`config.mk`:
```
export PLATFORM = sky130hd
export DESIGN_NAME = branch_resolve_queue_flat
export DESIGN_NICKNAME = d
export VERILOG_FILES = /design/src/rtl/branch_resolve_queue_if.sv /design/src/rtl/branch_resolve_queue.sv /design/src/flat_wrapper.sv
export SDC_FILE = /design/constraint.sdc
export NUM_CORES = 1
export LEC_CHECK = 0
export ABC_AREA = 0
export CORE_MARGIN = 10
export CORE_UTILIZATION = 50
export DETAILED_ROUTE_END_ITERATION = 7
export GPL_TIMING_DRIVEN = 0
export PLACE_DENSITY = 0.74
export SLEW_MARGIN = 20
export SYNTH_ARGS = -nofsm -noshare
export SYNTH_HDL_FRONTEND = slang
export SYNTH_SLANG_ARGS = --single-unit
export TNS_END_PERCENT = 10
```
`constraint.sdc`:
```
create_clock -name clk -period 2.65 [get_ports clk]
set_input_delay 0.265 -clock clk [delete_from_list [all_inputs] [get_ports clk]]
set_output_delay 0.265 -clock clk [all_outputs]
set_load 0.01 [all_outputs]
```
`src/rtl/branch_resolve_queue_if.sv`:
```
// Fetch/execute side bundle for the branch resolve queue: prediction push,
// in-order resolve, pipeline flush and the predictor-table update port.
interface branch_resolve_queue_if #(
    parameter int IDX_W = 8
) ();
    logic             pred_valid;
    logic             pred_ready;
    logic [IDX_W-1:0] pred_index;
    logic             prediction;
    logic             resolve_valid;
    logic             taken;
    logic             flush;
    logic             set;
    logic [IDX_W-1:0] set_index;
    logic             feedback;
    logic             mispredict;

    modport master (
        output pred_valid, pred_index, prediction, resolve_valid, taken, flush,
        input  pred_ready, set, set_index, feedback, mispredict
    );

    modport slave (
        input  pred_valid, pred_index, prediction, resolve_valid, taken, flush,
        output pred_ready, set, set_index, feedback, mispredict
    );
endinterface

```
`src/rtl/branch_resolve_queue.sv`:
```
// In-order queue of predicted branches; drives the 2-bit counter table update.
// Optional macro BRQ_STATS_EN adds saturating resolve/mispredict counters.
module branch_resolve_queue #(
    parameter int DEPTH = 4,
    parameter int IDX_W = 8
) (
    input  logic                     clk,
    input  logic                     reset_n,
    branch_resolve_queue_if.slave    bus,
    output logic [$clog2(DEPTH):0]   occupancy,
    output logic                     underflow
`ifdef BRQ_STATS_EN
    ,
    output logic [15:0]              stat_resolved,
    output logic [15:0]              stat_mispredict
`endif
);

    localparam int PTR_W = $clog2(DEPTH);
    localparam int CNT_W = PTR_W + 1;
    localparam logic [CNT_W-1:0] FULL_CNT = CNT_W'(DEPTH);

    typedef struct packed {
        logic [IDX_W-1:0] index;
        logic             pred;
    } entry_t;

    entry_t             mem [DEPTH];
    entry_t             rd_entry;
    logic [PTR_W-1:0]   wr_ptr;
    logic [PTR_W-1:0]   rd_ptr;
    logic [CNT_W-1:0]   count;
    logic               full;
    logic               empty;
    logic               push;
    logic               pop;
    logic               miss;

    logic               set_r;
    logic [IDX_W-1:0]   set_index_r;
    logic               feedback_r;
    logic               mispredict_r;

    assign full     = (count == FULL_CNT);
    assign empty    = (count == '0);
    // A push racing a flush is squashed along with everything already queued.
    assign push     = bus.pred_valid && !full && !bus.flush;
    // No bypass: an entry pushed this cycle is not visible to a resolve until next cycle.
    assign pop      = bus.resolve_valid && !empty;
    assign rd_entry = mem[rd_ptr];
    assign miss     = pop && (rd_entry.pred != bus.taken);

    assign bus.pred_ready = !full;
    assign bus.set        = set_r;
    assign bus.set_index  = set_index_r;
    assign bus.feedback   = feedback_r;
    assign bus.mispredict = mispredict_r;
    assign occupancy      = count;

    always_ff @(posedge clk) begin
        if (push) begin
            mem[wr_ptr] <= '{index: bus.pred_index, pred: bus.prediction};
        end
    end

    always_ff @(posedge clk or negedge reset_n) begin
        if (!reset_n) begin
            wr_ptr <= '0;
            rd_ptr <= '0;
            count  <= '0;
        end else if (bus.flush) begin
            wr_ptr <= '0;
            rd_ptr <= '0;
            count  <= '0;
        end else begin
            if (push) wr_ptr <= wr_ptr + 1'b1;
            if (pop)  rd_ptr <= rd_ptr + 1'b1;
            case ({push, pop})
                2'b10:   count <= count + 1'b1;
                2'b01:   count <= count - 1'b1;
                default: count <= count;
            endcase
        end
    end

    // Update strobe is registered even under flush so the resolving branch still trains the table.
    always_ff @(posedge clk or negedge reset_n) begin
        if (!reset_n) begin
            set_r        <= 1'b0;
            set_index_r  <= '0;
            feedback_r   <= 1'b0;
            mispredict_r <= 1'b0;
            underflow    <= 1'b0;
        end else begin
            set_r        <= pop;
            mispredict_r <= miss;
            if (pop) begin
                set_index_r <= rd_entry.index;
                feedback_r  <= bus.taken;
            end
            if (bus.resolve_valid && empty) underflow <= 1'b1;
        end
    end

`ifdef BRQ_STATS_EN
    always_ff @(posedge clk or negedge reset_n) begin
        if (!reset_n) begin
            stat_resolved   <= '0;
            stat_mispredict <= '0;
        end else begin
            if (pop && stat_resolved != 16'hFFFF)
                stat_resolved <= stat_resolved + 16'd1;
            if (miss && stat_mispredict != 16'hFFFF)
                stat_mispredict <= stat_mispredict + 16'd1;
        end
    end
`endif

endmodule

```
`src/flat_wrapper.sv`:
```
// flat-port wrapper written by rule: the top's interface ports become plain ports
module branch_resolve_queue_flat 
#(
    parameter int DEPTH = 4,
    parameter int IDX_W = 8
)
  (clk, reset_n, occupancy, underflow, bus_pred_valid, bus_pred_index, bus_prediction, bus_resolve_valid, bus_taken, bus_flush, bus_pred_ready, bus_set, bus_set_index, bus_feedback, bus_mispredict);
  branch_resolve_queue_if #(.IDX_W(IDX_W)) bus_i ();
  input  logic clk;
  input  logic reset_n;
  output logic [$clog2(DEPTH):0] occupancy;
  output logic underflow;
  input wire logic [$bits(bus_i.pred_valid)-1:0] bus_pred_valid;
  input wire logic [$bits(bus_i.pred_index)-1:0] bus_pred_index;
  input wire logic [$bits(bus_i.prediction)-1:0] bus_prediction;
  input wire logic [$bits(bus_i.resolve_valid)-1:0] bus_resolve_valid;
  input wire logic [$bits(bus_i.taken)-1:0] bus_taken;
  input wire logic [$bits(bus_i.flush)-1:0] bus_flush;
  output wire logic [$bits(bus_i.pred_ready)-1:0] bus_pred_ready;
  output wire logic [$bits(bus_i.set)-1:0] bus_set;
  output wire logic [$bits(bus_i.set_index)-1:0] bus_set_index;
  output wire logic [$bits(bus_i.feedback)-1:0] bus_feedback;
  output wire logic [$bits(bus_i.mispredict)-1:0] bus_mispredict;
  assign bus_i.pred_valid = bus_pred_valid;
  assign bus_i.pred_index = bus_pred_index;
  assign bus_i.prediction = bus_prediction;
  assign bus_i.resolve_valid = bus_resolve_valid;
  assign bus_i.taken = bus_taken;
  assign bus_i.flush = bus_flush;
  assign bus_pred_ready = bus_i.pred_ready;
  assign bus_set = bus_i.set;
  assign bus_set_index = bus_i.set_index;
  assign bus_feedback = bus_i.feedback;
  assign bus_mispredict = bus_i.mispredict;
  branch_resolve_queue #(.DEPTH(DEPTH), .IDX_W(IDX_W)) u_core (.clk(clk), .reset_n(reset_n), .bus(bus_i), .occupancy(occupancy), .underflow(underflow));
endmodule
```
# After elaboration in Yosys (flattened, before gate mapping)

Memories as Yosys holds them, arrays and structs flattened.
Index checks and enable logic that the tools add are counted.

Add/sub/neg operators: 4
Eq/ne operators: 4
Mux-type cells: 8
Reductions and logical operators: 12

Operators with widths:

| operator                                                              | number |
|---|---|
| 2-bit 2-to-1 mux                                                      | 4 |
| 3-bit case mux with 2 select lines                                    | 1 |
| 1-bit logical AND                                                     | 5 |
| 2-bit by 1-bit adder with 2-bit output, second input constant         | 2 |
| 2-bit nonzero test                                                    | 2 |
| 3-bit by 1-bit adder with 3-bit output, second input constant         | 1 |
| 3-bit equality test, second input constant                            | 1 |
| 1-bit logical NOT                                                     | 3 |
| 3-bit logical NOT                                                     | 1 |
| 3-bit 2-to-1 mux                                                      | 1 |
| 3-bit nonzero test                                                    | 1 |
| 3-bit by 1-bit subtractor with 3-bit output, second input constant    | 1 |
| 2-bit by 1-bit equality test with 1-bit output, second input constant | 1 |
| 2-bit equality test, second input constant                            | 1 |
| 1-bit 2-to-1 mux                                                      | 2 |
| 1-bit != test                                                         | 1 |

Register bits after elaboration: 19
Memory bits (writable): 36
Bits of input ports: 15
Output and inout bits: 16
Memories kept: 1

Memory list:

| name       | depth | bits a word | rd ports | clocked after Yosys merged registers in | wr ports | RTL line                   | RTL |
|---|---|---|---|---|---|---|---|
| u_core.mem | 4     | 9           | 1        | 0                                       | 1        | branch_resolve_queue.sv:28 | `entry_t mem [DEPTH];` |

# Depth between registers and ports, before layout

Gate-level depths: netlist (run 1).

Depth after elaboration: 7
Gate-level depth with buffers: 9
Gate-level depth less buffers: 8

# Least setup slack after synthesis (run 1)

No wires, ideal clock.

Kind: register -> register
Start: register u_core.count[0], in the netlist u_core.occupancy[0]
End: register u_core.count[1], in the netlist u_core.occupancy[1]
Arrival: 2.065 ns
Slack: 0.460 ns
Stages on the path, launching flop included: 8
Cell sequence: dfrtp_1 buf_4 o31ai_4 buf_2 nor2_1 fa_1 o22ai_1 a2111oi_0

Cells in the longest elaborated chain, start to end: 7
Elaborated cells between the ends (all ways): 14
Classes of those cells: add/sub: 2; eq/ne: 3; mux: 2; reduce/logical: 7

RTL lines:

| item                                                                                         | RTL line                   | RTL |
|---|---|---|
| start: declaration                                                                           | branch_resolve_queue.sv:32 | `logic [CNT_W-1:0] count;` |
| start signal: assignment                                                                     | branch_resolve_queue.sv:79 | `2'b10: count <= count + 1'b1;` |
| start signal: assignment                                                                     | branch_resolve_queue.sv:80 | `2'b01: count <= count - 1'b1;` |
| start signal: assignment                                                                     | branch_resolve_queue.sv:81 | `default: count <= count;` |
| 3-bit equality test                                                                          | branch_resolve_queue.sv:44 | `assign full = (count == FULL_CNT);` |
| 1-bit logical NOT                                                                            | branch_resolve_queue.sv:47 | `assign push = bus.pred_valid && !full && !bus.flush;` |
| 1-bit logical AND (2 in a row)                                                               | branch_resolve_queue.sv:47 |  |
| 2-bit by 1-bit equality test with 1-bit output / 2-bit equality test (equally long branches) | branch_resolve_queue.sv:78 | `case ({push, pop})` |
| 3-bit case mux with 2 select lines                                                           | branch_resolve_queue.sv:78 |  |
| 3-bit 2-to-1 mux                                                                             | branch_resolve_queue.sv:71 | `end else if (bus.flush) begin` |

Several ways; a longest one is shown, not always the timed one.
A chain may end at the register's enable or synchronous reset.

# Final worst setup path (run 1)

Ends and elaborated chain as after synthesis.

==> results of run 1 <==
==> cell usage after synthesis, types with 2 or more instances <==
library cell / count / area share, %
sky130_fd_sc_hd__nor2_1: 7 / 1.1
sky130_fd_sc_hd__buf_2: 7 / 1.5
sky130_fd_sc_hd__and2_1: 5 / 1.4
sky130_fd_sc_hd__inv_2: 2 / 0.32
sky130_fd_sc_hd__o21ai_1: 3 / 0.65
sky130_fd_sc_hd__buf_4: 3 / 0.97
sky130_fd_sc_hd__o22ai_1: 2 / 0.54
sky130_fd_sc_hd__a21oi_1: 3 / 0.65
sky130_fd_sc_hd__ha_1: 4 / 2.2
sky130_fd_sc_hd__nand3_1: 2 / 0.43
sky130_fd_sc_hd__inv_1: 3 / 0.49
sky130_fd_sc_hd__edfxtp_1: 36 / 47
sky130_fd_sc_hd__dfrtp_1: 19 / 21
sky130_fd_sc_hd__mux4_2: 9 / 8.8
sky130_fd_sc_hd__xor2_1: 2 / 0.76
sky130_fd_sc_hd__xnor2_1: 2 / 0.76
sky130_fd_sc_hd__nand2_1: 35 / 5.7
==> registers in the layout, indices dropped and copies added, names as in the netlist <==
name,count
u_core.occupancy,3
u_core.bus.set_index,8
u_core.bus.set,1
u_core.bus.feedback,1
u_core.mem,36
u_core.underflow,1
u_core.rd_ptr,2
u_core.wr_ptr,2
u_core.bus.mispredict,1
==> cells by family (layout without fill, tap and decap cells) <==
family	count (synthesis)	count (layout)	synth area share (%)
muxes	9	9	8.76
buffers and inverters	15	51	3.30
and+or+nand+nor	55	55	10.5
xor gates and xnor gates	4	4	1.51
adders and majority gates	5	5	3.03
DFF	55	55	67.3
AOI/OAI and AO/OA	17	17	5.57
==> cell type report <==
class / count / area [um^2] / share of cell area, %
tap: 52 / 65.1 / 2.37
sequential: 55 / 1560 / 56.7
multi-input combinational: 90 / 681 / 24.8
clock inverter: 3 / 18.8 / 0.683
inverter: 5 / 18.8 / 0.683
timing repair buffer: 28 / 280 / 10.2
clock buffer: 5 / 68.8 / 2.51
buffer: 10 / 57.6 / 2.10
==> power groups by stage <==
stage               Clock (mW)  Sequential (mW)  Combinational (mW)
floorplan                    0             1.11               0.201
global placement             0             1.08               0.454
detailed placement           0             1.08               0.466
CTS                      0.456             1.07               0.467
global route             0.493             1.08               0.501
finish                   0.446             1.07               0.457
==> metal layers <==
layer  up-vias  routed length [um]  global-route usage (%)
met4         0                  45                    2.57
met3         7                 281                    3.99
li1        643                   -                       -
met5         -                   0                       0
met1       671                1820                    13.4
met2        34                2150                    20.2
==> how the worst max path moves through the flow <==
stage                                            to  slack, ns  cells past startpoint
finish              u_core.occupancy[1]$_DFFE_PN0P_       0.24                      7
global route        u_core.occupancy[1]$_DFFE_PN0P_       0.06                      7
CTS                 u_core.occupancy[1]$_DFFE_PN0P_       0.23                      7
detailed placement  u_core.occupancy[1]$_DFFE_PN0P_     -0.008                      8
global placement    u_core.occupancy[1]$_DFFE_PN0P_        0.1                      8
floorplan           u_core.occupancy[1]$_DFFE_PN0P_       0.46                      7
==> impl_metrics.tcl, run 1 <==
set metrics [dict create \
    outcome "finished clean" \
    crit_path_cell_trace "buf_4 > o31ai_4 > buf_2 > nor2_1 > fa_1 > o22ai_1 > a2111oi_0" \
    cap_viol_max_count 0 \
    placed_area_um2 2660 \
    design.final.nets 215 \
    final.period_utilization_pct 91.1 \
    floorplan.core_area_um2 4410 \
    drtIter0Drc 73 \
    via_count 1355 \
    dp_slack_ns -0.00774 \
    worst_r2r_path_depth 7 \
    remaining_drc_errors 0 \
    irDropWorstVdd_mv 0.384 \
    clockRootBuffer "sky130_fd_sc_hd__clkbuf_8" \
    die-width_um 88.0 \
    final_cell_mix "sky130_fd_sc_hd__edfxtp_1 (36), sky130_fd_sc_hd__nand2_1 (35), sky130_fd_sc_hd__clkdlybuf4s50_1 (28)" \
    worstReg2RegEnd "u_core.occupancy[1]$_DFFE_PN0P_" \
    design.die.area_um2 7750 \
    crit_path_start "u_core.occupancy[0]$_DFFE_PN0P_" \
    grt_pass1_wl_um 7010 \
    fraction_of_final_layout_cells_with_drive_strength_greater_than_1_pct 16.3 \
    worst-r2r-setup-slack_ns 0.24 \
    globalRouteTotalUtil_pct 11.6 \
    syn_inst 160 \
    post_route_setup_slack_ns 0.236 \
    worst-setup-path-type "register to register" \
    finalSetupViolCount 0 \
    die-height_um 88.0 \
    antenna_found_initial 0 \
    layout.cell_area.non_filler_um2 2750 \
    insertion_delay_ns 0.30 \
    share_of_power_burned_in_the_clock_network_pct 22.7 \
    timing.hold.worst_path_depth 2 \
    critical_path_arrival_ns 2.61 \
    cts_buffers 5 \
    hpwl_um 3030 \
    synth_nets 180 \
    post_cts_resized 0 \
    yosys_register_bits 55 \
    fin_hold_ws_ns 0.215 \
    synthToLayoutAreaGrowth_pct 18.7 \
    slew_headroom_pct 39.4 \
    routabilityCongestion 0.751 \
    fillers 329 \
    number_of_antenna_cells_inserted 0 \
    power.static_leakage_nw 1.04 \
    cts_setup_buffers 0 \
    netlist_area_um2 2310 \
    grt_overflow_total 0 \
    cp-start-kind "register" \
    drt-pass1-iter-count 4 \
    start_util_pct 52.4 \
    worstMarginPinSlew_ns 0.906 \
    grt_pass1_vias 1423 \
    htreeDepth 2 \
    ant_nets 0 \
    timing.hold.worst.start "bus_flush" \
    final.setup.tns_ns 0 \
    worstPathRequired_ns 2.84 \
    grt_start_max_net_pins 20 \
    ios 31 \
    final_number_of_hold_violating_endpoints 0 \
    drt-total-wl_um 4290 \
    clock_skew_ns 0.0113 \
    cellInternalPower_mw 1.44 \
    power.density_cell_area_nw_per_um2 717 \
    ys_seq_area_share_pct 67.3 \
    layout_min_cycle_time_ns 2.41 \
    finalCoreUtilization_pct 62.2 \
    crit_path_end_kind "register" \
    buffer_ports.inserted 28 \
    critical_path_max_stage_delay_ns 0.52 \
    pwr-share-comb_pct 23.2 \
    most_frequent_standard_cell_in_the_layout_excluding_fill_and_tap_cells "sky130_fd_sc_hd__edfxtp_1" \
    synth_ff_type "sky130_fd_sc_hd__edfxtp_1" \
    synth_edf_count 36 \
    rsz0062_at_grt "false" \
    place_inst 240 \
    sequentialPowerShare_pct 54.1 \
    routed_len_inst_um 17.3 \
    timing.rr.start "u_core.occupancy[0]$_DFFE_PN0P_" \
    ys_warn_count 0 \
    min-delay-path-class "primary input to register" \
    critical_path.slowest_cell "sky130_fd_sc_hd__fa_1" \
    swShare_pct 27.0 \
    tritoncts "done" \
    layoutNonFillerInstCount 248 \
    cts_max_path_buffers 2 \
    slew_viol_final 0 \
    min_delay_worst_endpoint "u_core.wr_ptr[1]$_DFFE_PN0P_" \
    design_power_total_mw 1.97 \
    clk_transition_reported_paths_ns 0.10 \
    synth_area_per_cell_um2 14.5 \
    critical_path.n_buffers_inverters 2 \
    crit_fanout 10 \
    cts_hold_buf 0 \
    max_freq_mhz 414 \
    count_of_distinct_cell_types_in_the_synthesized_netlist 33 \
    cts_num_sinks 55 \
    switching_power_mw 0.530 \
    avgViaCountPerCell 5.46 \
    worst_path_dominant_cell_family "compound AO/OA/AOI/OAI gates" \
    synth-async-reset-ratio_pct 34.5 \
    std_cell_rows 24 \
]
(Power assumes the default switching activity.)
==> inputs of run 2 (changes only) <==
Settings changed: GPL_ROUTABILITY_DRIVEN set to 0, MAX_ROUTING_LAYER set to met4, TNS_END_PERCENT 10 to 30.
==> run 2 against run 1 <==
Against the previous run: wire length hardly changed; utilization stayed put; global-route usage is 0.35 points higher; sequential power hardly changed; non-clock buffer count stayed put; sequential cell count stayed put; combinational power hardly changed; register-to-register slack hardly changed; clock power hardly changed; first-iteration DRC count stayed put; worst hold slack hardly changed.
==> impl_metrics.tcl, run 2 (same netlist as run 1, synthesis figures left out) <==
set metrics [dict create \
    finalCoreUtilization_pct 62.2 \
    tritoncts "done" \
    grt_overflow_total 0 \
    final.period_utilization_pct 91.1 \
    crit_path_end_kind "register" \
    clock_skew_ns 0.0111 \
    grt_most_used_layer "met2" \
    cts_max_path_buffers 2 \
    critical_path_arrival_ns 2.60 \
    routed_len_inst_um 17.3 \
    drt-total-wl_um 4300 \
    design.final.nets 215 \
    cp-start-kind "register" \
    finalSetupViolCount 0 \
    grt_start_max_net_pins 20 \
    final_number_of_hold_violating_endpoints 0 \
    outcome "finished clean" \
    largest_register_ff_count 36 \
    post_route_setup_slack_ns 0.237 \
    fillers 329 \
    ios 31 \
    globalRouteTotalUtil_pct 11.9 \
    fraction_of_final_layout_cells_with_drive_strength_greater_than_1_pct 16.3 \
    gr_util_met1_pct 13.7 \
    cts_hold_buf 0 \
    min_delay_worst_endpoint "u_core.wr_ptr[1]$_DFFE_PN0P_" \
    worst-setup-path-type "register to register" \
    crit_fanout 10 \
    drt-pass1-iter-count 4 \
    avgViaCountPerCell 5.50 \
    timing.hold.worst_path_depth 2 \
    std_cell_rows 24 \
    clockRootBuffer "sky130_fd_sc_hd__clkbuf_8" \
    dp_slack_ns -0.00774 \
    worstPathRequired_ns 2.84 \
    antenna_found_initial 0 \
    floorplan.core_area_um2 4410 \
    synthToLayoutAreaGrowth_pct 18.7 \
    timing.rr.start "u_core.occupancy[0]$_DFFE_PN0P_" \
    cts_buffers 5 \
    cts_setup_buffers 0 \
    clk_transition_reported_paths_ns 0.10 \
    design.die.area_um2 7750 \
    final_cell_mix "sky130_fd_sc_hd__edfxtp_1 (36), sky130_fd_sc_hd__nand2_1 (35), sky130_fd_sc_hd__clkdlybuf4s50_1 (28)" \
    worstReg2RegEnd "u_core.occupancy[1]$_DFFE_PN0P_" \
    cts_num_sinks 55 \
    die-width_um 88.0 \
    irDropWorstVdd_mv 0.384 \
    grt_pass1_wl_um 7010 \
    met3_usage_pct 3.53 \
    most_frequent_standard_cell_in_the_layout_excluding_fill_and_tap_cells "sky130_fd_sc_hd__edfxtp_1" \
    regArea_um2 1560 \
    buffer_ports.inserted 28 \
    htreeDepth 2 \
    post_cts_resized 0 \
    crit_path_start "u_core.occupancy[0]$_DFFE_PN0P_" \
    min-delay-path-class "primary input to register" \
    power.density_cell_area_nw_per_um2 717 \
    worstMarginPinSlew_ns 0.910 \
    slew_headroom_pct 39.2 \
    remaining_drc_errors 0 \
    drtIter0Drc 73 \
    cap_viol_max_count 0 \
    max_freq_mhz 414 \
    number_of_antenna_cells_inserted 0 \
    power.static_leakage_nw 1.04 \
    layout_min_cycle_time_ns 2.41 \
    design_power_total_mw 1.97 \
    timing.hold.worst.start "bus_flush" \
    register_with_the_highest_flop_count "u_core.mem" \
    slew_viol_final 0 \
    rsz0062_at_grt "false" \
    insertion_delay_ns 0.30 \
    worst-r2r-setup-slack_ns 0.24 \
    hpwl_um 3030 \
    gr-usage-met2_pct 20.2 \
    start_util_pct 52.4 \
    die-height_um 88.0 \
    multi_input_area_um2 681 \
    worst_r2r_path_depth 7 \
    ant_nets 0 \
    via_count 1364 \
    grt_pass1_vias 1424 \
]
[run 2: cell counts in the layout (fill, tap and decap cells not counted)]
No cell type changed its count.
[run 2: metrics by stage]
step                      cell area (um^2)  hold slack [ns]  setup TNS, ns  std cells
after floorplan                       2310          -0.0306              0        160
after global placement                2660            0.455              0        240
after detailed placement              2660            0.457       -0.00774        240
after CTS                             2750            0.217              0        248
after global routing                  2750            0.234              0        248
final                                 2750            0.216              0        248
[run 2: final cells by class]
type	count	area share [%]
Sequential cell	55	56.7
Inverter	5	0.683
Buffer	10	2.10
Timing Repair Buffer	28	10.2
Clock inverter	3	0.683
Clock buffer	5	2.51
Multi-Input combinational cell	90	24.8
Tap cell	52	2.37
[run 2: worst max-delay path, cell delays in order, from the launching register on]
cell and delay, ns:
sky130_fd_sc_hd__dfrtp_1 0.44, sky130_fd_sc_hd__buf_4 0.20, sky130_fd_sc_hd__o31ai_4 0.26, sky130_fd_sc_hd__buf_2 0.30
sky130_fd_sc_hd__nor2_1 0.10, sky130_fd_sc_hd__fa_1 0.52, sky130_fd_sc_hd__o22ai_1 0.10, sky130_fd_sc_hd__a2111oi_0 0.38
[run 2: worst max path at each step]
stage,end,slack [ns],cells past startpoint
floorplan,u_core.occupancy[1]$_DFFE_PN0P_,0.46,7
global placement,u_core.occupancy[1]$_DFFE_PN0P_,0.1,8
detailed placement,u_core.occupancy[1]$_DFFE_PN0P_,-0.008,8
CTS,u_core.occupancy[1]$_DFFE_PN0P_,0.23,7
global route,u_core.occupancy[1]$_DFFE_PN0P_,0.06,7
finish,u_core.occupancy[1]$_DFFE_PN0P_,0.24,7
[run 2: report_power, final]
part | total (mW) | internal [mW] | switching, mW
Clock | 0.446 | 0.185 | 0.261
Sequential | 1.07 | 1.01 | 0.0541
Combinational | 0.457 | 0.241 | 0.216
Total | 1.97 | 1.44 | 0.531
[run 2: routing by layer]
metal | vias up | share of wire (%)
met5 | - | 0
met4 | 0 | 1.2
met3 | 9 | 5.4
met2 | 36 | 50
met1 | 677 | 43
li1 | 642 | -
